### src/rtl/menu_key_pkg.sv
// rtl/menu_key_pkg.sv - shared constants and types for the menu key conditioner
// Build option: MENU_KEY_REPEAT_EN enables auto-repeat while a key is held.
package menu_key_pkg;

    localparam int KEY_NUM   = 4;

    localparam int KEY_UP    = 0;
    localparam int KEY_DOWN  = 1;
    localparam int KEY_ENTER = 2;
    localparam int KEY_BACK  = 3;

    typedef logic [KEY_NUM-1:0] key_vec_t;

endpackage

### src/rtl/menu_key_ctl_if.sv
// rtl/menu_key_ctl_if.sv - key line bundle between the raw buttons, the conditioner and the menu
// Signals:
//   key_raw   raw asynchronous key lines (UP, DOWN, ENTER, BACK)
//   key_pulse one-cycle, at most one-hot, accepted press strobe
//   key_level debounced level of each key
//   key_busy  any press still waiting to be issued
// Modports: master drives key_raw and observes the rest; slave is the conditioner.
interface menu_key_ctl_if;
    import menu_key_pkg::*;

    key_vec_t key_raw;
    key_vec_t key_pulse;
    key_vec_t key_level;
    logic     key_busy;

    modport master (
        output key_raw,
        input  key_pulse,
        input  key_level,
        input  key_busy
    );

    modport slave (
        input  key_raw,
        output key_pulse,
        output key_level,
        output key_busy
    );

endinterface

### src/rtl/menu_key_ctl_debounce.sv
// rtl/menu_key_ctl_debounce.sv - one-key synchroniser, debouncer and optional auto-repeat timer
// Ports:
//   clk, rst   clock, synchronous active-high reset
//   key_raw    raw asynchronous key line
//   key_level  debounced level (registered)
//   press      combinational request, high on the edge the level rises
//              (and, with MENU_KEY_REPEAT_EN, on each auto-repeat edge)
module key_debounce #(
    parameter int DEBOUNCE_CYCLES = 650000,
    parameter int REPEAT_DELAY    = 32500000,
    parameter int REPEAT_PERIOD   = 9750000
) (
    input  logic clk,
    input  logic rst,
    input  logic key_raw,
    output logic key_level,
    output logic press
);

    localparam int CNT_W = $clog2(DEBOUNCE_CYCLES);
    localparam logic [CNT_W-1:0] CNT_MAX = CNT_W'(DEBOUNCE_CYCLES - 1);

    // Reject illegal configurations at elaboration.
    if (DEBOUNCE_CYCLES < 2) begin : g_bad_debounce
        $error("DEBOUNCE_CYCLES must be >= 2");
    end
    if (REPEAT_PERIOD < 1 || REPEAT_DELAY < REPEAT_PERIOD) begin : g_bad_repeat
        $error("need REPEAT_DELAY >= REPEAT_PERIOD >= 1");
    end

    logic             sync1_q, sync1_d;
    logic             sync2_q, sync2_d;
    logic             level_q, level_d;
    logic [CNT_W-1:0] cnt_q,   cnt_d;
    logic             rise;

`ifdef MENU_KEY_REPEAT_EN
    localparam int HOLD_W = $clog2(REPEAT_DELAY);
    localparam logic [HOLD_W-1:0] HOLD_MAX    = HOLD_W'(REPEAT_DELAY - 1);
    // Reloading to DELAY-PERIOD makes the next wrap exactly PERIOD cycles later.
    localparam logic [HOLD_W-1:0] HOLD_RELOAD = HOLD_W'(REPEAT_DELAY - REPEAT_PERIOD);

    logic [HOLD_W-1:0] hold_q, hold_d;
    logic              fire;
`endif

    always_comb begin
        sync1_d = key_raw;
        sync2_d = sync1_q;
        level_d = level_q;
        cnt_d   = cnt_q;

        if (sync2_q == level_q) begin
            cnt_d = '0;
        end else if (cnt_q == CNT_MAX) begin
            level_d = ~level_q;
            cnt_d   = '0;
        end else begin
            cnt_d = cnt_q + 1'b1;
        end

        rise = level_d & ~level_q;

`ifdef MENU_KEY_REPEAT_EN
        // Counter runs only across edges where the key stays held.
        hold_d = hold_q;
        fire   = 1'b0;
        if (!level_q || !level_d) begin
            hold_d = '0;
        end else if (hold_q == HOLD_MAX) begin
            fire   = 1'b1;
            hold_d = HOLD_RELOAD;
        end else begin
            hold_d = hold_q + 1'b1;
        end
        press = rise | fire;
`else
        press = rise;
`endif
    end

    always_ff @(posedge clk) begin
        if (rst) begin
            sync1_q <= 1'b0;
            sync2_q <= 1'b0;
            level_q <= 1'b0;
            cnt_q   <= '0;
`ifdef MENU_KEY_REPEAT_EN
            hold_q  <= '0;
`endif
        end else begin
            sync1_q <= sync1_d;
            sync2_q <= sync2_d;
            level_q <= level_d;
            cnt_q   <= cnt_d;
`ifdef MENU_KEY_REPEAT_EN
            hold_q  <= hold_d;
`endif
        end
    end

    assign key_level = level_q;

endmodule

### src/rtl/menu_key_ctl.sv
// rtl/menu_key_ctl.sv - conditions four raw keys into serialised one-cycle strobes for the menu
// Ports:
//   clk, rst  clock, synchronous active-high reset
//   kif       menu_key_ctl_if.slave: key_raw in; key_pulse, key_level, key_busy out
// Build option: MENU_KEY_REPEAT_EN adds auto-repeat while a key is held.
module menu_key_ctl
    import menu_key_pkg::*;
#(
    parameter int DEBOUNCE_CYCLES = 650000,
    parameter int REPEAT_DELAY    = 32500000,
    parameter int REPEAT_PERIOD   = 9750000
) (
    input  logic          clk,
    input  logic          rst,
    menu_key_ctl_if.slave kif
);

    key_vec_t level;
    key_vec_t press;
    key_vec_t grant;
    key_vec_t pending_q, pending_d;
    key_vec_t pulse_q,   pulse_d;

    for (genvar i = 0; i < KEY_NUM; i++) begin : g_key
        key_debounce #(
            .DEBOUNCE_CYCLES (DEBOUNCE_CYCLES),
            .REPEAT_DELAY    (REPEAT_DELAY),
            .REPEAT_PERIOD   (REPEAT_PERIOD)
        ) u_debounce (
            .clk       (clk),
            .rst       (rst),
            .key_raw   (kif.key_raw[i]),
            .key_level (level[i]),
            .press     (press[i])
        );
    end

    always_comb begin
        // Isolate the lowest set bit: fixed priority UP > DOWN > ENTER > BACK.
        grant     = pending_q & key_vec_t'(~pending_q + 1'b1);
        pulse_d   = grant;
        // New presses are OR-ed after the clear so a press landing on its own
        // service edge stays pending; repeated presses on a set bit merge.
        pending_d = (pending_q & ~grant) | press;
    end

    always_ff @(posedge clk) begin
        if (rst) begin
            pending_q <= '0;
            pulse_q   <= '0;
        end else begin
            pending_q <= pending_d;
            pulse_q   <= pulse_d;
        end
    end

    assign kif.key_pulse = pulse_q;
    assign kif.key_level = level;
    assign kif.key_busy  = |pending_q;

endmodule

### src/flat_wrapper.sv
// flat-port wrapper written by rule: the top's interface ports become plain ports
module menu_key_ctl_flat import menu_key_pkg::*;
#(
    parameter int DEBOUNCE_CYCLES = 650000,
    parameter int REPEAT_DELAY    = 32500000,
    parameter int REPEAT_PERIOD   = 9750000
)
  (clk, rst, kif_key_raw, kif_key_pulse, kif_key_level, kif_key_busy);
  menu_key_ctl_if kif_i ();
  input  logic clk;
  input  logic rst;
  input wire logic [$bits(kif_i.key_raw)-1:0] kif_key_raw;
  output wire logic [$bits(kif_i.key_pulse)-1:0] kif_key_pulse;
  output wire logic [$bits(kif_i.key_level)-1:0] kif_key_level;
  output wire logic [$bits(kif_i.key_busy)-1:0] kif_key_busy;
  assign kif_i.key_raw = kif_key_raw;
  assign kif_key_pulse = kif_i.key_pulse;
  assign kif_key_level = kif_i.key_level;
  assign kif_key_busy = kif_i.key_busy;
  menu_key_ctl #(.DEBOUNCE_CYCLES(DEBOUNCE_CYCLES), .REPEAT_DELAY(REPEAT_DELAY), .REPEAT_PERIOD(REPEAT_PERIOD)) u_core (.clk(clk), .rst(rst), .kif(kif_i));
endmodule
### config.mk
export PLATFORM = sky130hd
export DESIGN_NAME = menu_key_ctl_flat
export DESIGN_NICKNAME = d
export VERILOG_FILES = /design/src/rtl/menu_key_pkg.sv /design/src/rtl/menu_key_ctl_if.sv /design/src/rtl/menu_key_ctl_debounce.sv /design/src/rtl/menu_key_ctl.sv /design/src/flat_wrapper.sv
export SDC_FILE = /design/constraint.sdc
export NUM_CORES = 1
export LEC_CHECK = 0
export ABC_AREA = 1
export BUFFER_PORTS_ARGS = -buffer_cell sky130_fd_sc_hd__buf_4
export CORE_ASPECT_RATIO = 1.75
export CORE_UTILIZATION = 55
export DETAILED_ROUTE_END_ITERATION = 10
export HOLD_SLACK_MARGIN = 0.15
export PLACE_DENSITY = 0.75
export SLEW_MARGIN = 20
export SYNTH_ARGS = -nofsm -noshare
export SYNTH_HDL_FRONTEND = slang
export SYNTH_SLANG_ARGS = --single-unit
### constraint.sdc
create_clock -name clk -period 1.25 [get_ports clk]
set_input_delay 0.25 -clock clk [delete_from_list [all_inputs] [get_ports clk]]
set_output_delay 0.25 -clock clk [all_outputs]
set_load 0.05 [all_outputs]
Word level (Yosys, flattened, before mapping)
Cells that the tools add are included.
- bits in read-only memories: 0
- memories: 0
- register bits after elaboration: 100
- bits in latches: 0
- RAM bits: 0
- word-level logic and storage cells: 57
- bits of input ports: 6
- output and inout bits: 9
- $add $sub $neg: 5
- $lt $le $gt $ge: 0
- bitwise logic cells: 13
- equality and inequality tests: 8
- reductions and logical operators: 5
- muxes and demuxes: 8
- div/mod/pow operators: 0
- shift-type cells: 0
- $mul: 0
- operator list (kind ; count):
    $add 20x1->20 const B ; 4
    $eq 20x20->1 const B ; 4
    $reduce_or 3->1 ; 4
    $and 4x4->4 ; 2
    $mux 1 ; 8
    $not 4->4 ; 2
    $add 4x1->4 const B ; 1
    $and 1x1->1 ; 4
    $eq 1x1->1 ; 4
    $not 1->1 ; 4
    $or 4x4->4 ; 1
    $reduce_or 4->1 ; 1

Longest topological paths before layout
- depth in word-level cells: 6
- mapped depth: 9
- gate-level depth less buffers: 9

Cells and area by module
From an unflattened synthesis, not the netlist that was laid out.
- cells, all modules: 724
- area total of the unflattened synthesis: 4972.3 µm²
- modules (own cells, without submodules) (module ; instances ; area an instance (µm²) ; cells an instance ; seq. area each (µm²)):
    key_debounce ; 4 ; 1176.1 ; 173 ; 460.4
    menu_key_ctl ; 1 ; 267.8 ; 32 ; 160.2

Least setup slack after synthesis
No wires, ideal clock.
- path type: register to register
- from: reg u_core.g_key[3].u_debounce.cnt_q[0]
- to: reg u_core.g_key[3].u_debounce.cnt_q[11]
- stages on the path, launching flop included: 8
- buffers on the path: 1
- setup time: 115 ps
- setup slack: -133 ps
- data arrival time: 1269 ps
- cells stage by stage: dfxtp_1 -> ha_1 -> nand3_2 -> nor2_1 -> nand3_2 -> nand2_2 -> buf_6 -> nor2_1
- cells in the longest elaborated chain, start to end: 2
- elaborated cells on any way between the ends: 3
- those cells by class: add/sub: 1; eq/ne: 1; reduce/logical: 1
- RTL lines (item ; RTL line ; text):
    from (decl) ; menu_key_ctl_debounce.sv:34 ; logic [CNT_W-1:0] cnt_q, cnt_d;
    from (signal assigned) ; menu_key_ctl_debounce.sv:95 ; cnt_q <= cnt_d;
    branches (longest 2 deep; another with $add 20x1->20) ; - ;
Several ways; the timed one is not identified.
A chain may end at the register's enable or synchronous reset.

Final worst setup path
- from: reg u_core.g_key[2].u_debounce.cnt_q[1]
- to: reg u_core.g_key[2].u_debounce.cnt_q[10]
- cells in the longest elaborated chain, start to end: 2
- elaborated cells on any way between the ends: 3
- those cells by class: add/sub: 1; eq/ne: 1; reduce/logical: 1
- RTL lines (item ; RTL line):
    from (decl) ; menu_key_ctl_debounce.sv:34
    from (signal assigned) ; menu_key_ctl_debounce.sv:95
    branches (longest 2 deep; another with $add 20x1->20) ; -
Several ways; the timed one is not identified.

==> impl.org <==
** Status
- The flow ran to the end, but the final reports show violations.
- The final reports fail on negative setup slack.

** Timing
- At the pin with the least slew margin, the transition time is about 0.47 ns.
- After layout, the worst setup slack is -0.376 ns.
- For the final routed database, the setup TNS stands at -13.58 ns.
- Counting I/O delays and the setup requirement, the final critical path takes 1.63 ns.
- Relative slew slack :: 0.686
- Number of endpoints with negative hold slack in the final report :: 0
- Setup Viol. Count Final :: slightly above 90
- Dividing the final minimum period by the clock period gives 1.30.
- Across the routed clock network, the largest skew measured is 0.00516 ns.
- Maximum operating frequency :: between 0.6 and 0.7 GHz
- Setup repair after global routing could not meet its margin everywhere.
- The max-slew violation count was 0.

** Logic synthesis
- Synth area leader :: sky130_fd_sc_hd__dfxtp_1
- Top FF cell, synth :: sky130_fd_sc_hd__dfxtp_1
- Summed instance area of the synthesized netlist :: 0.00496 mm^2
- By instance count, the leading cell after synthesis is sky130_fd_sc_hd__nand2_1.
- Number of flops mapped to enable cells by yosys :: 0
- Fraction of registers with async set/reset :: 0
- Unique cell type count in the Yosys netlist :: 26
- Ranked by instance count, the synthesized netlist is headed by 200 x sky130_fd_sc_hd__nand2_1, 173 x sky130_fd_sc_hd__nor2_1, 100 x sky130_fd_sc_hd__dfxtp_1.
- Fraction of post-synthesis cell area in the top cell type by area :: 0.404
- In the synthesized netlist, the number of instances is about 750.
- The synthesized design contains 100 register bits.
- Sequential share of the synthesized area :: 0.404
- Yosys warning total :: 0
- Post-Synthesis Net Count :: between 700 and 800
- Yosys attributes the largest share of cell area to sky130_fd_sc_hd__dfxtp_1 40%, sky130_fd_sc_hd__nand2_1 15%, sky130_fd_sc_hd__nor2_1 13%, sky130_fd_sc_hd__inv_1 6.1%, sky130_fd_sc_hd__a21oi_1 3.9%.
- Average size of a mapped cell :: about 6.6 um^2

** Routing
- Dividing the detail-routed wire length by the instance count gives 20.1 um.
- Number of violations reported at the end of detailed-routing iteration 0 :: between 700 and 800
- After detailed routing, the total wire length is roughly 20000 um.
- For this block, the via count after detailed routing is 6072.
- Remaining routing DRC violations :: 0
- After detailed routing, the number of vias per cell comes to approximately 6.0.
- The count of nets left with antenna violations once routing finished came out at 0.
- First-pass iteration count of the detailed router :: 6

** CTS
- The clock passes through at most 2 buffers.
- The H-tree was split into 3 levels.
- Sinks on the clock net :: 100
- CTS tree :: done
- Clock latency on the worst-skew pair :: around 0.36 ns
- Clock-pin slew of the registers on the worst-case setup and hold paths :: roughly 0.070 ns
- The root buffer cell chosen for the clock tree is sky130_fd_sc_hd__clkbuf_16.
- In this run, CTS created clock tree buffers numbering 9.

** Finish
- Synthesis-to-finish area growth :: 53.8%
- Multi-input gate area :: 0.00353 mm^2
- Registers take 0.00208 mm^2.
- In the final layout, the share of cells above drive strength 1 is 0.468.
- Fill count :: 409
- Once layout is done, the placed cells without fillers occupy around 0.0076 mm^2.
- Final net count :: roughly 900

** Setup path
- The worst register-to-register path has a depth of 8.
- Of all nets on the critical path, the largest fanout is 4.
- Endpoint of the worst register-to-register path :: u_core.g_key[2].u_debounce.cnt_q[10]$_SDFF_PP0_
- STA classifies the critical path endpoint as a flip-flop.
- Type of element launching the critical path :: flip-flop
- R2R setup slack :: -0.38 ns
- Worst reg2reg path startpoint :: u_core.g_key[2].u_debounce.cnt_q[1]$_SDFF_PP0_
- STA puts the critical path data arrival time at 1.87 ns.
- At the worst endpoint, the required time is between 1 and 1.5 ns.
- Category of the critical setup timing path :: reg -> reg

** Floorplanning
- The core region is around 0.0087 mm^2.
- The die covers about 0.0094 mm^2.
- The floorplan has between 40 and 50 rows.
- IO Pins :: 15
- The initial utilization of the core area, before any placement, comes to 0.568.
- Measured along the y axis, the die boundary spans between 100 and 150 um.
- From left edge to right edge, the die measures about 74 um.

** Worst hold path
- Path class of the lowest-slack min-delay path :: in -> reg
- Hold path endpoint :: u_core.g_key[2].u_debounce.sync1_q$_SDFF_PP0_
- Hold wc startpoint :: rst
- Along the worst hold path, the cell count comes to 3.

** Placement
- At the end of routability-driven placement, the weighted congestion stood at approximately 0.94.
- # port buffers :: 14
- Summed over all nets, the half-perimeter wirelength after detailed placement is 8770 um.
- After detailed placement, the total cell area comes to slightly below 0.006 mm^2.

** Global route
- The initial antenna violation count is 1.
- Across every metal layer, demand over resource in global routing totals 0.326.
- The first global-routing pass estimated 23800 um of wire.
- The total overflow left after global routing is 0.
- Pin count of the biggest net entering global routing :: 17
- Via count of the first global-routing pass :: ~5400

** Pwr
- Of the total power, the share spent switching nets is 0.237.
- Post-layout total power :: between 6 and 7 mW
- Of the total power, registers draw 0.528.
- Leakage :: 2.58 nW
- The worst-case IR drop observed on VDD is 0.000911 V.
- Power spread over the standard cell area amounts to about 800 mW/mm^2.
- The internal power of the cells totals about 4.6 mW.
- The analysis attributes to net switching a power of 1.44 mW.
- Logic pwr share :: 0.033
- Of the total power, the clock network draws 0.440.

** Run
- Max_cap viols :: 0
kinds of logic (layout without fill, tap and decap cells):
family / count (synthesis) / count (layout) / share of synthesized area
adder cells (fa/ha/maj): 4 / 4 / 0.0101
other: 0 / 1 / 0
flip-flops: 100 / 100 / 0.404
XOR/XNOR: 30 / 30 / 0.0530
buffers and inverters: 94 / 235 / 0.0803
AO/OA/AOI/OAI: 54 / 54 / 0.0558
AND/OR/NAND/NOR: 465 / 468 / 0.397
worst max-delay path by stage:
stage                                                    from                                         endpoint
2_1_floorplan  u_core.g_key[0].u_debounce.cnt_q[0]$_SDFF_PP0_  u_core.g_key[0].u_debounce.cnt_q[10]$_SDFF_PP0_
3_3_place_gp   u_core.g_key[2].u_debounce.cnt_q[3]$_SDFF_PP0_  u_core.g_key[2].u_debounce.cnt_q[19]$_SDFF_PP0_
3_5_place_dp                                              rst  u_core.g_key[3].u_debounce.cnt_q[19]$_SDFF_PP0_
4_1_cts                        u_core.pending_q[1]$_SDFF_PP0_                                     kif_key_busy
5_1_grt                        u_core.pending_q[0]$_SDFF_PP0_                                     kif_key_busy
6_report       u_core.g_key[2].u_debounce.cnt_q[1]$_SDFF_PP0_  u_core.g_key[2].u_debounce.cnt_q[10]$_SDFF_PP0_
power by group through the flow:
stage / sequential [mW] / combinational (mW) / clock [mW]
floorplan: 3.28 / 0.0536 / 0
global placement: 3.28 / 0.0952 / 0
detailed placement: 3.28 / 0.0983 / 0
CTS: 3.21 / 0.155 / 2.60
global route: 3.21 / 0.209 / 2.82
finish: 3.20 / 0.199 / 2.67
worst max-delay path: stages, from the launching register on:
cell	delay (ns)
sky130_fd_sc_hd__dfxtp_2	0.35
sky130_fd_sc_hd__ha_4	0.15
sky130_fd_sc_hd__nand3_4	0.11
sky130_fd_sc_hd__buf_12	0.16
sky130_fd_sc_hd__inv_8	0.06
sky130_fd_sc_hd__nand2_8	0.06
sky130_fd_sc_hd__nor2_2	0.11
sky130_fd_sc_hd__xor2_1	0.41
sky130_fd_sc_hd__nor2_2	0.08
stage by stage:
stage | hold slack, ns | instances | worst slack, ns | utilization
2_1_floorplan | 0.321 | 747 | -0.0132 | -
3_3_place_gp | 0.393 | 950 | -0.0310 | 0.671
3_5_place_dp | 0.398 | 950 | -0.0980 | 0.671
4_1_cts | 0.269 | 995 | -0.174 | 0.780
5_1_grt | 0.288 | 1008 | -0.396 | 0.874
6_report | 0.284 | 1009 | -0.376 | 0.874
layout by cell type, fill, tap and decap left out, types with 3 or more instances in the layout:
cell type and instances:
sky130_fd_sc_hd__nor2_4 36, sky130_fd_sc_hd__nand2_2 27, sky130_fd_sc_hd__nand2_1 170, sky130_fd_sc_hd__buf_6 22
sky130_fd_sc_hd__dfxtp_2 54, sky130_fd_sc_hd__xor2_2 7, sky130_fd_sc_hd__clkbuf_16 10, sky130_fd_sc_hd__clkinv_2 3
sky130_fd_sc_hd__nand3_2 14, sky130_fd_sc_hd__a21oi_1 7, sky130_fd_sc_hd__xor2_1 13, sky130_fd_sc_hd__inv_4 4
sky130_fd_sc_hd__inv_1 67, sky130_fd_sc_hd__buf_12 6, sky130_fd_sc_hd__nand3b_1 3, sky130_fd_sc_hd__dlygate4sd3_1 4
sky130_fd_sc_hd__nand4_1 16, sky130_fd_sc_hd__o21ai_1 6, sky130_fd_sc_hd__inv_2 11, sky130_fd_sc_hd__nand3_4 12
sky130_fd_sc_hd__nand2_8 5, sky130_fd_sc_hd__buf_4 100, sky130_fd_sc_hd__xnor2_1 9, sky130_fd_sc_hd__a21oi_2 33
sky130_fd_sc_hd__or2_0 11, sky130_fd_sc_hd__dfxtp_1 42, sky130_fd_sc_hd__nand2_4 4, sky130_fd_sc_hd__ha_4 4
sky130_fd_sc_hd__o21ai_0 4, sky130_fd_sc_hd__nor2_1 97, sky130_fd_sc_hd__nor3_1 4, sky130_fd_sc_hd__dfxtp_4 4
sky130_fd_sc_hd__nand3_1 18, sky130_fd_sc_hd__nor2_2 47
what timing repair did:
action	in CTS	in global routing
pin swaps	27	54
setup buffers	19	16
hold buffers	4	0
resized for setup	123	212
endpoints found under the setup margin	88	92
endpoints found under the hold margin	4	0
cloned	6	3
state kept, by name, indices dropped and copies added, names as in the netlist:
name	flops
u_core.g_key.u_debounce.sync2_q	4
u_core.pending_q	4
u_core.g_key.u_debounce.sync1_q	4
u_core.g_key.u_debounce.key_level	4
u_core.kif.key_pulse	4
u_core.g_key.u_debounce.cnt_q	80
layout make-up:
| class | instances | area share |
|---|---|---|
| inverter | 82 | 0.0423 |
| clock buffer | 10 | 0.0300 |
| sequential | 100 | 0.273 |
| clock inverter | 6 | 0.00492 |
| multi-input combinational | 556 | 0.463 |
| tap | 117 | 0.0192 |
| timing repair buffer | 137 | 0.166 |
| antenna | 1 | 0.000328 |
routing by layer:
| metal | up-vias | wire length, um | global-route usage |
|---|---|---|---|
| met5 | - | 0 | 0 |
| met4 | 0 | 1870 | 0.218 |
| met3 | 191 | 1610 | 0.0560 |
| met2 | 421 | 10200 | 0.588 |
| met1 | 2849 | 6590 | 0.330 |
| li1 | 2611 | - | - |
(Power assumes the default switching activity.)
